## src/rtl/systolic_skew_feeder_if.sv

```systemverilog
// Row-load handshake and skewed-lane stream between a tile source, the skew feeder and the PE array edge.
interface systolic_skew_feeder_if #(
    parameter int N = 4,
    parameter int W = 8
);
    logic           in_valid;
    logic           in_ready;
    logic [N*W-1:0] in_data;
    logic           hold;
    logic           out_valid;
    logic [N*W-1:0] out_data;
    logic           done;

    modport master (
        output in_valid, in_data, hold,
        input  in_ready, out_valid, out_data, done
    );

    modport slave (
        input  in_valid, in_data, hold,
        output in_ready, out_valid, out_data, done
    );
endinterface

```

## src/rtl/systolic_skew_feeder.sv

```systemverilog
// Captures an N x N operand tile row by row, then streams it diagonally skewed into the PE array edge.
// Define SKEW_FEEDER_DOUBLE_BUF_EN for a ping-pong pair of tile banks (load while streaming).
module systolic_skew_feeder #(
    parameter int N = 4,
    parameter int W = 8
) (
    input  logic                  clk,
    input  logic                  rst,
    systolic_skew_feeder_if.slave bus
);
    localparam int RW = (N > 1) ? $clog2(N) : 1;
    localparam int SW = $clog2(2 * N);
    localparam logic [SW-1:0] END_STEP = SW'(2 * N - 1);
`ifdef SKEW_FEEDER_DOUBLE_BUF_EN
    localparam logic DBL = 1'b1;
`else
    localparam logic DBL = 1'b0;
`endif

    typedef enum logic {ST_LOAD, ST_STREAM} state_t;

    state_t         state_q, state_d;
    logic [RW-1:0]  row_cnt_q, row_cnt_d;
    logic [SW-1:0]  step_q, step_d;
    logic           wr_bank_q, wr_bank_d;
    logic           rd_bank_q, rd_bank_d;
    logic [1:0]     full_q, full_d;
    logic [N*W-1:0] tile_q [2][N];
    logic [N*W-1:0] tile_d [2][N];
    logic           out_valid_q, out_valid_d;
    logic [N*W-1:0] out_data_q, out_data_d;
    logic           done_q, done_d;
    logic           hs, hs_last;
    logic [N*W-1:0] cur_data;

    assign bus.in_ready  = ~full_q[wr_bank_q];
    assign bus.out_valid = out_valid_q;
    assign bus.out_data  = out_data_q;
    assign bus.done      = done_q;

    assign hs      = bus.in_valid & ~full_q[wr_bank_q];
    assign hs_last = hs & (row_cnt_q == RW'(N - 1));

    // Lane i at step k carries A[i][k-i]; every (i, j) pair outside the diagonal band stays zero.
    always_comb begin
        cur_data = '0;
        for (int i = 0; i < N; i++) begin
            for (int j = 0; j < N; j++) begin
                if (int'(step_q) == i + j) begin
                    cur_data[i*W +: W] = tile_q[rd_bank_q][i][j*W +: W];
                end
            end
        end
    end

    // step_q holds the index of the next step to present; step 0 only needs row 0,
    // which is always stored before the tile-completing handshake.
    always_comb begin
        state_d     = state_q;
        row_cnt_d   = row_cnt_q;
        step_d      = step_q;
        wr_bank_d   = wr_bank_q;
        rd_bank_d   = rd_bank_q;
        full_d      = full_q;
        tile_d      = tile_q;
        out_valid_d = 1'b0;
        out_data_d  = '0;
        done_d      = 1'b0;

        if (hs) begin
            tile_d[wr_bank_q][row_cnt_q] = bus.in_data;
            if (hs_last) begin
                row_cnt_d         = '0;
                full_d[wr_bank_q] = 1'b1;
                wr_bank_d         = wr_bank_q ^ DBL;
            end else begin
                row_cnt_d = row_cnt_q + RW'(1);
            end
        end

        case (state_q)
            ST_LOAD: begin
                if (full_d[rd_bank_q]) begin
                    state_d          = ST_STREAM;
                    step_d           = SW'(1);
                    out_valid_d      = 1'b1;
                    out_data_d[W-1:0] = tile_q[rd_bank_q][0][W-1:0];
                end
            end
            ST_STREAM: begin
                if (bus.hold) begin
                    step_d = step_q;
                end else if (step_q != END_STEP) begin
                    out_valid_d = 1'b1;
                    out_data_d  = cur_data;
                    step_d      = step_q + SW'(1);
                end else begin
                    done_d            = 1'b1;
                    full_d[rd_bank_q] = 1'b0;
                    rd_bank_d         = rd_bank_q ^ DBL;
                    if (full_d[rd_bank_d]) begin
                        step_d           = SW'(1);
                        out_valid_d      = 1'b1;
                        out_data_d[W-1:0] = tile_q[rd_bank_d][0][W-1:0];
                    end else begin
                        state_d = ST_LOAD;
                        step_d  = '0;
                    end
                end
            end
            default: state_d = ST_LOAD;
        endcase
    end

    always_ff @(posedge clk or posedge rst) begin
        if (rst) begin
            state_q     <= ST_LOAD;
            row_cnt_q   <= '0;
            step_q      <= '0;
            wr_bank_q   <= 1'b0;
            rd_bank_q   <= 1'b0;
            full_q      <= '0;
            out_valid_q <= 1'b0;
            out_data_q  <= '0;
            done_q      <= 1'b0;
            for (int b = 0; b < 2; b++) begin
                for (int r = 0; r < N; r++) begin
                    tile_q[b][r] <= '0;
                end
            end
        end else begin
            state_q     <= state_d;
            row_cnt_q   <= row_cnt_d;
            step_q      <= step_d;
            wr_bank_q   <= wr_bank_d;
            rd_bank_q   <= rd_bank_d;
            full_q      <= full_d;
            out_valid_q <= out_valid_d;
            out_data_q  <= out_data_d;
            done_q      <= done_d;
            tile_q      <= tile_d;
        end
    end
endmodule

```

## src/flat_wrapper.sv

```systemverilog
// flat-port wrapper written by rule: the top's interface ports become plain ports
module systolic_skew_feeder_flat 
#(
    parameter int N = 4,
    parameter int W = 8
)
  (clk, rst, bus_in_valid, bus_in_data, bus_hold, bus_in_ready, bus_out_valid, bus_out_data, bus_done);
  systolic_skew_feeder_if #(.N(N), .W(W)) bus_i ();
  input  logic clk;
  input  logic rst;
  input wire logic [$bits(bus_i.in_valid)-1:0] bus_in_valid;
  input wire logic [$bits(bus_i.in_data)-1:0] bus_in_data;
  input wire logic [$bits(bus_i.hold)-1:0] bus_hold;
  output wire logic [$bits(bus_i.in_ready)-1:0] bus_in_ready;
  output wire logic [$bits(bus_i.out_valid)-1:0] bus_out_valid;
  output wire logic [$bits(bus_i.out_data)-1:0] bus_out_data;
  output wire logic [$bits(bus_i.done)-1:0] bus_done;
  assign bus_i.in_valid = bus_in_valid;
  assign bus_i.in_data = bus_in_data;
  assign bus_i.hold = bus_hold;
  assign bus_in_ready = bus_i.in_ready;
  assign bus_out_valid = bus_i.out_valid;
  assign bus_out_data = bus_i.out_data;
  assign bus_done = bus_i.done;
  systolic_skew_feeder #(.N(N), .W(W)) u_core (.clk(clk), .rst(rst), .bus(bus_i));
endmodule
```

## config.mk

```make
export PLATFORM = sky130hd
export DESIGN_NAME = systolic_skew_feeder_flat
export DESIGN_NICKNAME = d
export VERILOG_FILES = /design/src/rtl/systolic_skew_feeder_if.sv /design/src/rtl/systolic_skew_feeder.sv /design/src/flat_wrapper.sv
export SDC_FILE = /design/constraint.sdc
export NUM_CORES = 1
export LEC_CHECK = 0
export ABC_AREA = 1
export CORE_ASPECT_RATIO = 1.2
export CORE_MARGIN = 2
export CORE_UTILIZATION = 57
export CTS_BUF_LIST = sky130_fd_sc_hd__clkbuf_16
export DETAILED_ROUTE_END_ITERATION = 8
export HOLD_SLACK_MARGIN = 0.03
export MAX_ROUTING_LAYER = met4
export PLACE_DENSITY = 0.79
export SLEW_MARGIN = 20
export SYNTH_ARGS = -nofsm -noshare
export SYNTH_HDL_FRONTEND = slang
export SYNTH_SLANG_ARGS = --single-unit
```

## constraint.sdc

```tcl
create_clock -name clk -period 6.45 [get_ports clk]
set_input_delay 0.9675 -clock clk [delete_from_list [all_inputs] [get_ports clk]]
set_output_delay 0.9675 -clock clk [all_outputs]
set_load 0.05 [all_outputs]
```

== Yosys cells after proc, flatten, opt, wreduce, memory -nomap -nowiden ==
Cells that the tools add are included.

* Reductions and logical operators: 3
* $lt $le $gt $ge: 2
* Eq/ne operators: 10
* Add/subtract/negate cells: 2
* Bitwise logic cells: 5
* Multiplexer cells: 44

{| class="wikitable"
|+ Operator list
! cell !! number
|-
| bitwise mux 256 bit || 1
|-
| 2-to-1 mux 8 bit || 18
|-
| demux 32 bit (select 2 bit) || 1
|-
| 2-to-1 mux 32 bit || 2
|-
| 2-to-1 mux 24 bit || 2
|-
| one-hot mux 8 bit (2 select lines) || 1
|-
| equality test 3 bit (second input constant) || 4
|-
| 2-to-1 mux 1 bit || 12
|-
| 2-to-1 mux 3 bit || 3
|-
| equality test 3 x 2 -> 1 bit (second input constant) || 2
|-
| one-hot mux 3 bit (2 select lines) || 1
|-
| one-hot mux 1 bit (2 select lines) || 2
|-
| adder 3 x 1 -> 3 bit (second input constant) || 1
|-
| >= comparator 3 bit (second input constant) || 1
|-
| logical NOT 3 bit || 1
|-
| < comparator 3 x 1 -> 1 bit (second input constant) || 1
|-
| inequality test 3 bit (second input constant) || 1
|-
| inverter 2 -> 3 bit || 1
|-
| adder 2 x 1 -> 2 bit (second input constant) || 1
|-
| bitwise AND 1 bit || 2
|-
| equality test 2 bit (second input constant) || 1
|-
| 2-to-1 mux 2 bit || 1
|-
| inequality test 2 x 1 -> 1 bit (second input constant) || 1
|-
| inequality test 2 bit (second input constant) || 1
|-
| other kinds (3) || 4
|}

* Bits in registers: 298

== Longest topological paths before layout ==
* Word-level depth: 8
* Mapped depth: 11

== Worst setup path after synthesis ==
OpenSTA, ideal clock, no wires.

* Path type: input port to flip-flop
* Start: input port bus_in_valid
* End: register u_core.tile_q[137] (netlist name)
* Cell stages on the path: 6
* Slack: 4.632 ns
* Arrival time: 1.687 ns
* Required time: 6.319 ns
* Cells stage by stage: inv_1 > nor2_4 > nand2_1 > buf_2 > clkbuf_1 > o21ai_0

* Cells in the longest elaborated chain, start to end: 1

{| class="wikitable"
|+ Ends and longest elaborated chain
! what !! RTL line !! RTL
|-
| from (decl) || flat_wrapper.sv:11 || <nowiki>input wire logic [$bits(bus_i.in_valid)-1:0] bus_in_valid;</nowiki>
|-
| bitwise AND 1 bit || systolic_skew_feeder.sv:41 || <nowiki>assign hs = bus.in_valid & ~full_q[wr_bank_q];</nowiki>
|-
| to (signal assigned) || systolic_skew_feeder.sv:141 || <nowiki>tile_q <= tile_d;</nowiki>
|-
| to (decl) || systolic_skew_feeder.sv:28 || <nowiki>logic [N*W-1:0] tile_q [2][N];</nowiki>
|}

Every way passes these cells.
A chain may end at the register's enable or synchronous reset.

== Worst setup path after layout ==
* Start: register u_core.step_q[2]
* End: register u_core.out_data_q[9] (netlist: u_core.bus.out_data[9])

* Cells in the longest elaborated chain, start to end: 8

{| class="wikitable"
|+ Ends and longest elaborated chain
! what !! RTL line !! RTL
|-
| from (decl) || systolic_skew_feeder.sv:24 || <nowiki>logic [SW-1:0] step_q, step_d;</nowiki>
|-
| from (signal assigned) || systolic_skew_feeder.sv:134 || <nowiki>step_q <= step_d;</nowiki>
|-
| equality test 3 x 2 -> 1 bit || systolic_skew_feeder.sv:49 || <nowiki>if (int'(step_q) == i + j) begin</nowiki>
|-
| 2-to-1 mux 8 bit (4 in series) || systolic_skew_feeder.sv:49 ||
|-
| 2-to-1 mux 24 bit (*) || systolic_skew_feeder.sv:93 || <nowiki>end else if (step_q != END_STEP) begin</nowiki>
|-
| 2-to-1 mux 32 bit (*) || systolic_skew_feeder.sv:91 || <nowiki>if (bus.hold) begin</nowiki>
|-
| 2-to-1 mux 24 bit (*) || systolic_skew_feeder.sv:81 || <nowiki>case (state_q)</nowiki>
|-
| via u_core.out_data_d[9] || systolic_skew_feeder.sv:31 || <nowiki>logic [N*W-1:0] out_data_q, out_data_d;</nowiki>
|-
| to (signal assigned) || systolic_skew_feeder.sv:139 || <nowiki>out_data_q <= out_data_d;</nowiki>
|-
| to (decl) || systolic_skew_feeder.sv:31 ||
|}

The timed path passes the listed nets; every way through them passes the cells marked *.

==> flow_summary.json <==
{
  "sequential_cell_area_um2": 4230,
  "critPathKind": "flop to flop",
  "placement.io_buffers": 70,
  "synth.cell_area_um2": 7420,
  "rsz_0062_raised_after_global_routing": "false",
  "place_hpwl_mm": 12.5,
  "clock_tree.htree_level_count": 4,
  "yosysSeqAreaShare_pct": 57.0,
  "cts_hold_repair.buffers": 0,
  "startpoint_type": "flop",
  "synth-main-ff-cell": "sky130_fd_sc_hd__dfrtp_1",
  "fin_util_pct": 68.8,
  "cts_root_buffer": "sky130_fd_sc_hd__clkbuf_16",
  "final_max_slew_viol_count": 0,
  "total_power_w": 0.00444,
  "globalRouteTotalUtil_pct": 31.2,
  "fp.coreArea_um2": 12700,
  "synth.cells.most_frequent": "297 x sky130_fd_sc_hd__nand2_1, 169 x sky130_fd_sc_hd__dfrtp_1, 153 x sky130_fd_sc_hd__o21ai_0",
  "timing.slew.headroom_pct": 25.9,
  "synth.yosys.warnings": 0,
  "route.antenna.remaining_nets": 0,
  "worst_ir_drop_vdd_uv": 298,
  "worst-endpoint-arrival_ns": 3.27,
  "synth.net_count": 942,
  "placed_cell_area_um2": 8170,
  "detail_route.vias_per_cell": 5.59,
  "synth.ff_latch_count": 169,
  "clkTransAtPathRegs_ns": 0.06,
  "number_of_enable_flip_flop_cells_after_synthesis": 0,
  "floorplan.die.width_um": 108,
  "floorplan.io_pins": 71,
  "detailedRoute.firstPassIterationCount": 5,
  "fp-row-count": 45,
  "timing.hold.worst.class": "flop to flop",
  "cts_tree": "built",
  "final_min_period_over_clock_period_pct": 45.5,
  "gp_routability_congestion": 0.896,
  "worstPathRequired_ns": 6.78,
  "syn-instance-count": 896,
  "initial_utilization_pct": 58.6,
  "outcome": "finished, final reports clean",
  "setup-tns-final_ns": 0,
  "drt_wl_total_mm": 19.5,
  "post-cts-setup-buffer-count": 0,
  "post_synth_num_cell_types": 21,
  "antenna_cells": 0,
  "worst_setup_path_end_kind": "flop",
  "synth.top_cell.area_share_pct": 57.0,
  "finish.instance_area_um2": 8720,
  "powerDensity_nw_per_um2": 509,
  "first_iter_violations": 702,
  "tightest_pin_transition_ns": 1.11,
  "clk_buf_depth": 2,
  "clock_skew_ns": 0.00649,
  "number_of_global_route_vias_before_repair": 5778,
  "total_number_of_nets_in_the_final_design": 988,
  "critPathMaxFanout": 25,
  "area.growth.synth_to_final_pct": 17.6,
  "overflow": 0,
  "multiInputGateArea_um2": 2650,
  "cts-resized-gates": 0,
  "clkSinkCount": 169,
  "final_layout_size_suffix_gt1_share_pct": 5.03,
  "synthTopCellsByArea": "sky130_fd_sc_hd__dfrtp_1 57%, sky130_fd_sc_hd__nand2_1 15%, sky130_fd_sc_hd__o21ai_0 10%",
  "floorplan.die_area_um2": 13900,
  "netlist.top_cell.by_area": "sky130_fd_sc_hd__dfrtp_1",
  "global_route_wire_length_before_repair_mm": 31.0,
  "worstSkewPairLatency_ns": 0.44,
  "vias": 6257,
  "min_period_ns": 2.93,
  "most_instantiated_library_cell_after_synthesis": "sky130_fd_sc_hd__nand2_1",
  "grt_max_degree": 97,
  "max_freq_ghz": 0.341,
  "remaining_drc_errors": 0,
  "setup_viol": 0,
  "hold_violations": 0,
  "floorplan.die.height_um": 129,
  "cts_made_buffers": 17,
  "drv.max_cap_violation_count": 0,
  "stdcell_count": 1119,
  "placed_cells": 1087,
  "synthArstFlopShare_pct": 100,
  "route.detailed.wl_per_inst_um": 17.4,
  "synth_area_per_cell_um2": 8.28,
  "layout.filler_cells": 1030,
  "leakage_nw": 4.47,
  "grt_antenna_before_repair": 0
}
## logic make-up after synthesis
| family | Yosys count | share of synthesized area (%) |
|---|---|---|
| AOI/OAI and AO/OA | 189 | 13.0 |
| adders and majority gates | 10 | 1.69 |
| DFF | 169 | 57.0 |
| and+or+nand+nor | 389 | 20.9 |
| buffers and inverters | 139 | 7.40 |
## worst paths after layout
kind	end	startpoint	cells past startpoint	slack, ns
worst min-delay path	u_core.tile_q[189]	u_core.tile_q[189]	2	0.48
worst max-delay path	u_core.bus.out_data[9]	u_core.step_q[2]	7	3.52
worst max register to register	u_core.bus.out_data[9]	u_core.step_q[2]	7	3.52
min in group asynchronous	u_core.tile_q[221]	rst	2	1.10
max in group asynchronous	u_core.row_cnt_q[1]	rst	3	3.90
worst min register to register	u_core.tile_q[189]	u_core.tile_q[189]	2	0.48
## through the flow
| step | setup slack [ns] | hold WS [ns] |
|---|---|---|
| global placement | 3.32 | 0.460 |
| finish | 3.52 | 0.479 |
| detailed placement | 3.26 | 0.468 |
| CTS | 3.61 | 0.483 |
| floorplan | 0.907 | 0.448 |
| global route | 3.38 | 0.502 |
## registers in the layout, summed over array words and instances (netlist names)
name                  count
u_core.step_q             3
u_core.full_q             1
u_core.bus.out_data      32
u_core.bus.done           1
u_core.tile_q           128
u_core.bus.out_valid      1
u_core.state_q            1
u_core.row_cnt_q          2
## cell usage in the layout (no fill, tap or decap), drive strengths merged, types with 5 or more instances in the layout
master / n
o21ai: 156
nor2: 46
a21oi: 24
nand3: 44
dfrtp: 169
o211ai: 8
nand2: 298
ha: 10
inv: 94
buf: 5
clkdlybuf4s50: 70
clkinv: 8
clkbuf: 17
## report_power, final
group	internal (W)	total [W]	switching, W
clock network	0.000531	0.000963	0.000432
registers	0.00152	0.00179	0.000275
logic	0.000539	0.00168	0.00114
total	0.00259	0.00444	0.00185
## routing by layer
layer	wire length, um	GRT usage [%]
met1	8080	41.4
met2	9320	47.3
met3	1460	5.37
met4	637	14.2
met5	0	-
## layout make-up
cell class	count	share of cell area (%)
Inverter	91	3.97
Tap cell	164	2.35
Multi-Input combinational cell	588	30.4
Sequential cell	169	48.5
Clock inverter	15	1.48
Clock buffer	17	4.88
Timing Repair Buffer	75	8.46
## worst max-delay path, stage by stage (launching register included)
cell and delay (ns):
sky130_fd_sc_hd__dfrtp_1 0.82, sky130_fd_sc_hd__inv_2 0.32, sky130_fd_sc_hd__ha_1 0.27, sky130_fd_sc_hd__buf_4 0.21, sky130_fd_sc_hd__inv_1 0.42, sky130_fd_sc_hd__buf_4 0.40
sky130_fd_sc_hd__nand3_1 0.14, sky130_fd_sc_hd__a21oi_1 0.23
(Power assumes the default switching activity.)
==> patch 1 (same settings) <==
`out_data_q` no longer has a reset.
--- a/src/rtl/systolic_skew_feeder.sv
+++ b/src/rtl/systolic_skew_feeder.sv
@@ -122,5 +122,4 @@
             full_q      <= '0;
             out_valid_q <= 1'b0;
-            out_data_q  <= '0;
             done_q      <= 1'b0;
             for (int b = 0; b < 2; b++) begin
@@ -137,9 +136,12 @@
             full_q      <= full_d;
             out_valid_q <= out_valid_d;
-            out_data_q  <= out_data_d;
             done_q      <= done_d;
             tile_q      <= tile_d;
         end
     end
+
+    always_ff @(posedge clk) begin
+        out_data_q <= out_data_d;
+    end
 endmodule
 
Check against the original RTL: not settled (the Yosys comparison gave no result); the edit may change what the design does.
==> patch 1 against the unedited design <==
- synthesized area decreased by 2.9%
- critical path type unchanged
- total power decreased by 1.4%
- wire length decreased by 5.1%
- final cell count decreased by 0.98%
- first-iteration DRC count decreased by 2.1%
- sequential cell count unchanged
- cell area decreased by 2.4%
- combinational power decreased by 4%
- worst setup slack got worse by 33 ps
==> patch 1: results <==
group,metric,value,unit
logic_synthesis,yosys_warnings,0,
clock_tree,postCtsSetupRepairBufs,0,
logic_synthesis,ys_top_cells_by_count,"nand2_1 (306), o21ai_0 (152), dfrtp_1 (137)",
logic_synthesis,seq_area_frac_synth,0.565,
logic_synthesis,muxShareOfSynthArea,0,
routing,route.detailed.vias_per_inst,5.43,
layout,layout.filler_cells,1055,
sta,finalHoldViolCount,0,
critical_path,register_to_register_setup_slack,3480,ps
grt,grt_start_max_net_pins,93,
place,detailed_place_hpwl,12000,µm
critical_path,arrival,3280,ps
logic_synthesis,synthesis.nets,933,
routing,drt_met1_wl,7840,µm
power,worst_ir_drop_vdd,0.000283,V
sta,whs,482,ps
routing,met3_length,1160,µm
power,standby_leakage_power,4.24,nW
logic_synthesis,yosysTopAreaCellShare,0.476,
min_path,timing.hold.worst.start,"u_core.tile_q[233]",
grt,global_route_track_usage_on_met2,0.461,
critical_path,cell_with_the_biggest_individual_delay_on_the_critical_path,"ha_1",
critical_path,rr_endpoint,"u_core.bus.out_data[16]",
grt,first_global_vias,5590,
routing,postRouteWirelength,18500,µm
critical_path,worstPathMaxFanout,38,
layout,antennaDiodeCount,0,
power,p_switching,1.75,mW
layout,drive_gt1_frac,0.0413,
critical_path,critPathMaxStageDelay,780,ps
logic_synthesis,synthesis.instances,887,
layout,fin_cells,1108,
routing,drc_errors,0,
logic_synthesis,synth-adder-area-share,0.0174,
critical_path,worst_reg2reg_path_depth,8,
run_status,result_of_the_run,"finished, final reports clean",
place,routabilityCongestion,0.856,
grt,gr-usage-all-layers,0.302,
routing,drtIter0Drc,687,
grt,global_route.usage.met3,0.0607,
layout,nets,977,
layout,max_ffs_per_register,128,
grt,grt_first_pass_wirelength,30100,µm
power,power_frac_comb,0.367,
logic_synthesis,compound_gate_fraction_of_synth_area,0.140,
place,placedInstanceArea,7940,µm²
logic_synthesis,synthTopCellsByArea,"dfrtp_1 (48%), nand2_1 (16%), o21ai_0 (11%)",
logic_synthesis,postSynth.asyncResetShare,0.811,
sta,timing.max_slew.rel_slack,0.274,
grt,use_met1,0.402,
routing,met2_wirelength,8940,µm
sta,finClkSkew,7.66,ps
place,place_ws,3260,ps
power,comb_cell_power,1.61,mW
min_path,whs_endpoint,"u_core.tile_q[233]",
==> patch 1: cell type report <==
type	instances	area, µm²	share of cell area
clock inverters	15	141	0.0166
inverters	82	313	0.0368
multi-input cells	589	2640	0.310
flip-flops and latches	169	4070	0.478
clock buffers	17	425	0.0500
well taps	164	205	0.0241
repair buffers	72	716	0.0841
==> patch 1: how the worst max path moves through the flow <==
stage                                start                 endpoint  slack [ps]
after floorplan                        rst          u_core.bus.done        1810
after global placement        bus_in_valid   u_core.bus.out_data[3]        3320
after detailed placement      bus_in_valid   u_core.bus.out_data[6]        3260
after CTS                 u_core.step_q[2]  u_core.bus.out_data[16]        3650
after global routing      u_core.step_q[2]  u_core.bus.out_data[16]        3350
final                     u_core.step_q[2]  u_core.bus.out_data[16]        3480
==> patch 1: worst min-delay path: cells and delay by family (launching register included) <==
kind,cells,cell delay (ps)
AO/OA/AOI/OAI,1,60
flip-flops,1,340
AND/OR/NAND/NOR,1,50
==> patch 2 (config.mk and constraints unchanged) <==
Made on the original files. `W` is set to 8 in 3 places; all go to 10.
--- a/src/rtl/systolic_skew_feeder_if.sv
+++ b/src/rtl/systolic_skew_feeder_if.sv
@@ -2,5 +2,5 @@
 interface systolic_skew_feeder_if #(
     parameter int N = 4,
-    parameter int W = 8
+    parameter int W = 10
 );
     logic           in_valid;
--- a/src/rtl/systolic_skew_feeder.sv
+++ b/src/rtl/systolic_skew_feeder.sv
@@ -3,5 +3,5 @@
 module systolic_skew_feeder #(
     parameter int N = 4,
-    parameter int W = 8
+    parameter int W = 10
 ) (
     input  logic                  clk,
--- a/src/flat_wrapper.sv
+++ b/src/flat_wrapper.sv
@@ -3,5 +3,5 @@
 #(
     parameter int N = 4,
-    parameter int W = 8
+    parameter int W = 10
 )
   (clk, rst, bus_in_valid, bus_in_data, bus_hold, bus_in_ready, bus_out_valid, bus_out_data, bus_done);
Ports: changed (resized bus_in_data and bus_out_data); port bits go from 71 to 87. No check against the original RTL was run, so the function may have changed too.
==> patch 2 against the unedited design <==
- critical path depth is the same
- worst setup slack lost 350 ps
- wire length rose by 29%
- synthesized area increased by 24%
- combinational power grew 21%
- sequential cell count is 40 higher
- total power rose by 20%
- cell area is 22% higher
==> patch 2: results <==
group,metric,value,unit
run_status,result_of_the_run,"finished, final reports clean",
grt,use_met1,0.404,
logic_synthesis,ys_top_cells_by_count,"nand2_1 (363), dfrtp_1 (209), o21ai_0 (165)",
grt,grt_start_max_net_pins,107,
critical_path,worstPathMaxFanout,50,
place,placedInstanceArea,10100,µm²
place,routabilityCongestion,0.942,
clock_tree,clock_tree.htree_level_count,1,
place,post-place-cells,1342,
sta,timing_worst_slew_pin_value,858,ps
logic_synthesis,syn_area_per_cell,8.27,µm²
critical_path,cell_with_the_biggest_individual_delay_on_the_critical_path,"ha_1",
routing,wl_per_cell,18.3,µm
clock_tree,clock_insertion_delay_at_the_later_pin_of_the_skew_report,510,ps
clock_tree,cts_buffers,21,
layout,utilization_after_layout,0.678,
grt,global_route_track_usage_on_met2,0.480,
place,detailed_place_hpwl,16800,µm
routing,met3_length,2010,µm
grt,gr-usage-all-layers,0.314,
routing,postRouteWirelength,25200,µm
critical_path,arrival,3670,ps
place,place_ws,3240,ps
layout,max_ffs_per_register,160,
routing,drtIter0Drc,890,
critical_path,crit_path_end,"u_core.bus.out_data[24]",
## patch 2: area by class of cell
type                            instances  area, µm²
Clock inverter                         14       60.1
Multi-Input combinational cell        723       3240
Tap cell                              208        260
Timing Repair Buffer                   93        926
Sequential cell                       209       5230
Clock buffer                           21        526
Inverter                              109        414
Fill cell                            1284       5050
## patch 2: logic make-up (layout without fill, tap and decap cells)
group / Yosys count / count (layout) / share of synthesized area
simple gates: 479 / 479 / 0.208
compound gates: 234 / 234 / 0.131
flops: 209 / 209 / 0.571
buf+inv: 176 / 237 / 0.0771
fa+ha+maj: 10 / 10 / 0.0137
## patch 2: report_power, final
group / internal (mW) / switching (mW)
sequential: 1.88 / 0.347
clock: 0.587 / 0.481
combinational: 0.657 / 1.38
total: 3.12 / 2.21
## patch 2: tightest hold or removal path, delay by kind of cell (launching register included)
kind            cells  cell delay [ps]
flops               1              340
compound gates      1               60
simple gates        1               50
